$ cat src/rtl/piso_serializer.sv
// piso_serializer: accepts a WIDTH-bit word over valid/ready and sends it one bit per CLK, with first/last strobes and optional even parity.
// Latency: the first serial bit is on SOUT in the cycle after the accept edge; consecutive frames run with no idle gap.
// Backpressure: IN_READY is high only in IDLE or on the last-bit cycle; a held IN_VALID waits, and IN is sampled only on accept.
module piso_serializer #(
  parameter int WIDTH     = 4,
  parameter int MSB_FIRST = 0,
  parameter int PARITY_EN = 0
) (
  input  logic             CLK,
  input  logic             RST,
  input  logic [WIDTH-1:0] IN,
  input  logic             IN_VALID,
  output logic             IN_READY,
  output logic             SOUT,
  output logic             SOUT_VALID,
  output logic             SOUT_FIRST,
  output logic             SOUT_LAST,
  output logic             BUSY
);

  localparam int CW = (WIDTH > 1) ? $clog2(WIDTH) : 1;

  typedef enum logic [1:0] {IDLE, SHIFT, PAR} state_t;

  state_t           state, state_d;
  logic [WIDTH-1:0] shreg, shreg_d;
  logic [WIDTH-1:0] in_ord;
  logic [CW-1:0]    cnt, cnt_d, nxt;
  logic             sout_d, sout_vld_d, sout_first_d, sout_last_d;
  logic             accept;

  // Ready depends only on registered state, never on IN_VALID.
  assign IN_READY = (state == IDLE) | (SOUT_LAST & SOUT_VALID);
  assign accept   = IN_VALID & IN_READY;
  assign BUSY     = SOUT_VALID;

  // Reorder IN into transmit order so captured bit k is always frame bit k.
  always_comb begin
    in_ord = '0;
    for (int i = 0; i < WIDTH; i++) begin
      in_ord[i] = (MSB_FIRST != 0) ? IN[WIDTH-1-i] : IN[i];
    end
  end

  // Next-state and next-output logic; cnt is the index of the bit now on SOUT.
  always_comb begin
    state_d      = state;
    shreg_d      = shreg;
    cnt_d        = cnt;
    sout_d       = 1'b0;
    sout_vld_d   = 1'b0;
    sout_first_d = 1'b0;
    sout_last_d  = 1'b0;
    nxt          = cnt + CW'(1);
    if (accept) begin
      // Bit 0 is registered straight from the incoming word: one-cycle latency.
      state_d      = SHIFT;
      shreg_d      = in_ord;
      cnt_d        = '0;
      sout_d       = in_ord[0];
      sout_vld_d   = 1'b1;
      sout_first_d = 1'b1;
    end else begin
      case (state)
        SHIFT: begin
          if (cnt == CW'(WIDTH-1)) begin
            if (PARITY_EN != 0) begin
              // Even parity: XOR of the captured word (bit order is irrelevant).
              state_d     = PAR;
              sout_d      = ^shreg;
              sout_vld_d  = 1'b1;
              sout_last_d = 1'b1;
            end else begin
              state_d = IDLE;
            end
          end else begin
            cnt_d       = nxt;
            sout_d      = shreg[nxt];
            sout_vld_d  = 1'b1;
            sout_last_d = (PARITY_EN == 0) && (nxt == CW'(WIDTH-1));
          end
        end
        PAR:     state_d = IDLE;
        default: state_d = IDLE;
      endcase
    end
  end

  // State, captured word, counter and all serial outputs are flops; reset aborts any frame.
  always_ff @(posedge CLK or negedge RST) begin
    if (!RST) begin
      state      <= IDLE;
      shreg      <= '0;
      cnt        <= '0;
      SOUT       <= 1'b0;
      SOUT_VALID <= 1'b0;
      SOUT_FIRST <= 1'b0;
      SOUT_LAST  <= 1'b0;
    end else begin
      state      <= state_d;
      shreg      <= shreg_d;
      cnt        <= cnt_d;
      SOUT       <= sout_d;
      SOUT_VALID <= sout_vld_d;
      SOUT_FIRST <= sout_first_d;
      SOUT_LAST  <= sout_last_d;
    end
  end

endmodule
$ cat config.mk
export PLATFORM = sky130hd
export DESIGN_NAME = piso_serializer
export DESIGN_NICKNAME = d
export VERILOG_FILES = /design/src/rtl/piso_serializer.sv
export SDC_FILE = /design/constraint.sdc
export NUM_CORES = 1
export LEC_CHECK = 0
export BUFFER_PORTS_ARGS = -buffer_cell sky130_fd_sc_hd__buf_2
export CAP_MARGIN = 10
export CORE_AREA = 2 2 39 41
export CTS_CLUSTER_SIZE = 8
export DETAILED_ROUTE_END_ITERATION = 12
export DIE_AREA = 0 0 41 43
export GPL_TIMING_DRIVEN = 0
export HOLD_SLACK_MARGIN = 0.02
export PLACE_DENSITY_LB_ADDON = 0.08
export SLEW_MARGIN = 20
export SYNTH_ARGS = -nofsm -noshare
export SYNTH_HDL_FRONTEND = slang
export SYNTH_SLANG_ARGS = --single-unit
$ cat constraint.sdc
create_clock -name CLK -period 1.8 [get_ports CLK]
set_input_delay 0.36 -clock CLK [delete_from_list [all_inputs] [get_ports CLK]]
set_output_delay 0.36 -clock CLK [all_outputs]
set_load 0.01 [all_outputs]
# Word-level counts from Yosys, hierarchy flattened
# Cells that the tools add are included.
op_classes:
  n_addsub: 1
  n_mul: 0
  div: 0
  n_lt_le_gt_ge: 1
  n_eq_ne: 5
  shifts: 0
  mux: 18
  bitwise: 3
  reduce_logical: 3
op_table:
  columns: ["cell", "n"]
  rows:
  - ["$mux 2", 6]
  - ["$mux 1", 11]
  - ["$eq 2x2->1 const B", 2]
  - ["$lt 2x3->1 const B", 1]
  - ["$ne 3x3->1 const B", 1]
  - ["$add 2x1->2 const B", 1]
  - ["$and 1x1->1", 2]
  - ["$bmux 1 s2", 1]
  - ["$eq 2x1->1 const B", 1]
  - ["$logic_not 2->1", 1]
  - ["$ne 2x2->1 const B", 1]
  - ["$reduce_and 2->1", 1]
  - ["$reduce_bool 2->1", 1]
  - ["$or 1x1->1", 1]
totals:
  register_bits: 12
  latchBits: 0
  mem_bits_rw: 0
  mem_bits_ro: 0
  in_bits: 7
  output_inout_bits: 6
  mem_count: 0

# Longest topological paths before layout
depth:
  word_depth: 6
  depth_mapped: 5

# Least setup slack after synthesis
# No wires, ideal clock.
synth_path:
  path_kind: "reg2reg"
  start: "reg cnt[0]"
  end: "reg SOUT"
  setup_time_ps: 121
  arrival_ps: 1187
  required_ps: 1679
  path_slack_ps: 492
  path_stages_with_launch: 5
  n_path_buf: 0
  path_cell_list: "dfrtp_1 > inv_1 > ha_1 > mux4_2 > a22o_1"
synth_via:
  elab_chain_cells: 6
  word_cells_on_any_way: 7
  classes_between: "add/sub: 1; eq/ne: 1; mux: 5"
synth_lines:
  columns: ["element", "line_no", "source"]
  rows:
  - ["start, declared", "28", "logic [CW-1:0] cnt, cnt_d, nxt;"]
  - ["start signal, assigned", "102", "cnt <= cnt_d;"]
  - ["$add 2x1->2", "54", "nxt = cnt + CW'(1);"]
  - ["$bmux 1 s2", "78", "sout_d = shreg[nxt];"]
  - ["$mux 1 (implied by the code)", "78", null]
  - ["$mux 1 (*)", "66", "if (cnt == CW'(WIDTH-1)) begin"]
  - ["$mux 1 (*)", "64", "case (state)"]
  - ["$mux 1 (*)", "55", "if (accept) begin"]
  - ["net sout_d", "29", "logic sout_d, sout_vld_d, sout_first_d, sout_last_d;"]
  - ["end signal, assigned", "103", "SOUT <= sout_d;"]
  - ["end, declared", "14", "output logic SOUT,"]
# Mark *: on every way through the listed nets, which the timed path passes. The rest lies on a longest branch. The select of a mux whose other input is x is not followed.
# A chain may end at the register's enable or synchronous reset.

# Worst setup path after layout
# Ends and elaborated chain as after synthesis.

==> results.txt <==
----------------------------------------------------
[Run status]
  Result of the run ... finished clean

[Die]
  Starting density of the core ... 35.4%
  Chip height ... 43 um
  Total die area ... 1760 um^2
  Floorplan core area ... 1380 um^2
  I/O pin cnt ... 13
  Core Rows ... 14
  Horizontal extent of the die ... 41 um

[Timing]
  Final Hold Vio Count ... 0
  Achievable clock frequency ... 704 MHz
  Accumulated negative setup slack ... 0 ns
  RSZ-0062 raised after global routing ... false
  Clock Skews ... 0.00106 ns
  Setup violators final ... 0
  Crit path time final ... 1.42 ns
  Actual transition at the worst max-transition pin ... 0.245 ns
  Relative max-transition margin ... 83.7%
  Number of max-slew violations in the final report ... 0
  Period utilisation layout ... 78.9%

[Synth]
  Adder-Cell Fraction of Synth Area ... 5.10%
  Count of mapped cells out of synthesis ... 34
  Post-Syn Area per Cell ... 14.4 um^2
  Sequential element share of the synthesized area ... 56.1%
  Largest family of logic cells by synthesized area ... multiplexers
  Number of enable flip-flop cells after synthesis ... 0
  Most used standard cell by instance count after synthesis ... sky130_fd_sc_hd__dfrtp_1
  Post-synthesis xor/xnor area fraction ... 1.79%
  Flip-flop cell with the highest count after synthesis ... sky130_fd_sc_hd__dfrtp_1
  Syn nets ... 43
  Fraction of synthesis flops using an asynchronous set or reset pin ... 100%
  Top cell type's share of synthesized area ... 56.1%
  Cell types with the largest area share after synthesis ... sky130_fd_sc_hd__dfrtp_1, sky130_fd_sc_hd__mux2_4, sky130_fd_sc_hd__ha_1, sky130_fd_sc_hd__mux4_2, sky130_fd_sc_hd__a21bo_4
  Fraction of synthesized area in multiplexers ... 16.8%
  Commonest cells in the netlist ... sky130_fd_sc_hd__dfrtp_1, sky130_fd_sc_hd__mux2_4
  Yosys Warn Count ... 0
  Leading area contributor after synthesis ... sky130_fd_sc_hd__dfrtp_1
  Number of register bits inferred by synthesis ... 11
  Number of distinct library cells after synthesis ... 17
  Simple-Gate Fraction of Synth Area ... 9.44%
  Synth Area in Compound Gates ... 7.14%
  Post-synthesis instance area ... 490 um^2

[Worst setup path]
  Peak per-stage delay on the critical path ... 0.41 ns
  Origin of the critical flop-to-flop path ... cnt[0]
  Critical Path, Cell by Cell ... inv_1 > ha_1 > mux4_2 > a22o_1
  CP max stage cell ... sky130_fd_sc_hd__dfrtp_1
  Critical Setup Path Class ... reg2reg
  R2R Setup Slk ... 0.38 ns
  Max FO, Critical Path ... 3
  Worst setup SP type ... flop
  Worst reg2reg endpoint ... SOUT
  Worst r2r path cells ... 4
  Data required time of the critical path ... 1.95 ns
  Worst EP arrival ... 1.57 ns
  Endpoint class of the critical path ... flop

[Place]
  DPL Wire Length ... 603 um
  Final estimated routing congestion in global placement ... 0.761
  Post-DP Area ... 571 um^2
  Dpl cells ... 62
  Count of input and output buffers ... 12

[Clocking]
  Total CTS buffers ... 3
  TritonCTS clock tree ... done
  Clock latency of the later-clocked register in the worst-skew pair ... 0.26 ns
  Root Buffer ... sky130_fd_sc_hd__clkbuf_4
  Clock-pin slew on the worst setup and hold paths ... 0.06 ns
  Sinks on Clock Net ... 11
  H-tree depth ... 1
  Max Root-Sink Buffers ... 2

[Run]
  Number of max-cap violations ... 0

[Global routing]
  GRT overflow ... 0
  Vias in the first global route ... 309
  Wire length of the first global-routing pass ... 1280 um
  All-Layer GR Usage ... 11.2%
  Antenna violations before repair ... 0
  Pin count of the biggest net entering global routing ... 12

[Layout]
  Finished Layout Cells ... 67
  Synthesis-to-layout area growth ... 23.7%
  ANT cells ... 0
  Share of layout cells above drive strength 1 ... 47.1%
  Combined flip-flop and latch cell area ... 275 um^2
  Post-layout utilization of the core ... 43.9%
  Post-layout nets ... 61
  Multi-input logic area ... 198 um^2
  Fillers ... 137
  Final design instance area without fill ... 607 um^2

[Min path]
  Path class of the lowest-slack min-delay path ... in2reg
  Number of cells on the worst hold path ... 2
  Min-delay src ... IN[1]
  WHS Endpoint ... shreg[1]

[Routing]
  Via count ... 300
  Number of remaining DRC errors ... 0
  Number of nets with antenna violations after detailed routing ... 0
  Average wire length per cell after detail routing ... 11.6 um
  Routed Wire Length ... 779 um
  Detailed router's first-iteration violation count ... 1
  Iteration count of the initial detailed-routing pass ... 2
  Post-detailed-route via-to-cell ratio ... 4.48

[Power and ir drop]
  Maximum VDD drop ... 694 uV
  Power per cell area ... 1820 nW/um^2
  P_leak ... 0.315 nW
  Total power after layout ... 0.00111 W

----------------------------------------------------
[report_power, final]
part | total, W | switching [W] | internal (W)
Sequential | 0.000436 | 0.0000722 | 0.000363
Clock | 0.000158 | 0.0000729 | 0.0000855
Combinational | 0.000513 | 0.000221 | 0.000292
[cell type report]
cell class,instances,area share [%]
Tap cell,16,3.30
Inverter,2,1.65
Multi-Input combinational cell,20,32.6
Clock buffer,4,4.33
Sequential cell,11,45.4
Buffer,1,1.24
Timing Repair Buffer,13,11.5
[cells in the final DEF (no fill, tap or decap), types with 2 or more instances in the layout]
master and instances:
sky130_fd_sc_hd__mux2_4 4, sky130_fd_sc_hd__ha_1 2, sky130_fd_sc_hd__nand2_1 2, sky130_fd_sc_hd__buf_2 12
sky130_fd_sc_hd__clkbuf_4 3, sky130_fd_sc_hd__nor2_1 2, sky130_fd_sc_hd__dfrtp_1 11, sky130_fd_sc_hd__a21oi_1 2
[how the worst max path moves through the flow]
stage	start	to	slack, ns	cells past startpoint
after floorplan	cnt[0]	SOUT	0.49	4
after global placement	cnt[0]	SOUT	0.43	4
after detailed placement	cnt[0]	SOUT	0.41	4
after CTS	cnt[0]	SOUT	0.38	4
after global routing	cnt[0]	SOUT	0.32	4
final	cnt[0]	SOUT	0.38	4
[repair_timing]
item,CTS,global route
hold endpoints to repair,11,0
hold buffers,1,0
gates resized for setup,0,0
buffers inserted,0,0
[metrics by stage]
step,setup slack (ns),hold slack [ns]
4_1_cts,0.384,0.324
2_1_floorplan,0.492,0.0644
3_5_place_dp,0.407,0.237
5_1_grt,0.318,0.323
6_report,0.380,0.331
3_3_place_gp,0.434,0.230
[routing by layer]
| metal | vias up | global-route usage [%] | share of wire [%] |
|---|---|---|---|
| li1 | 147 | - | - |
| met1 | 143 | 13.6 | 42 |
| met2 | 10 | 17.2 | 50 |
| met3 | 0 | 6.28 | 8.0 |
| met4 | 0 | 2.00 | 0 |
| met5 | - | 0 | 0 |
[worst max-delay path, delay by kind of cell, from the launching register on]
kind	cells	cell delay, ns
AOI/OAI and AO/OA	1	0.19
DFF	1	0.41
muxes	1	0.29
buffers and inverters	1	0.09
adders and majority gates	1	0.33
[registers in the layout, indices dropped and copies added, names as in the netlist]
| name | cells |
|---|---|
| BUSY | 1 |
| SOUT | 1 |
| SOUT_FIRST | 1 |
| SOUT_LAST | 1 |
| cnt | 2 |
| shreg | 4 |
| state | 1 |
[logic make-up after synthesis]
group           Yosys count
flops                    11
simple gates              8
mux                       5
compound gates            4
buf+inv                   3
fa+ha+maj                 2
xor+xnor                  1
Power figures use the tool's default switching activity.
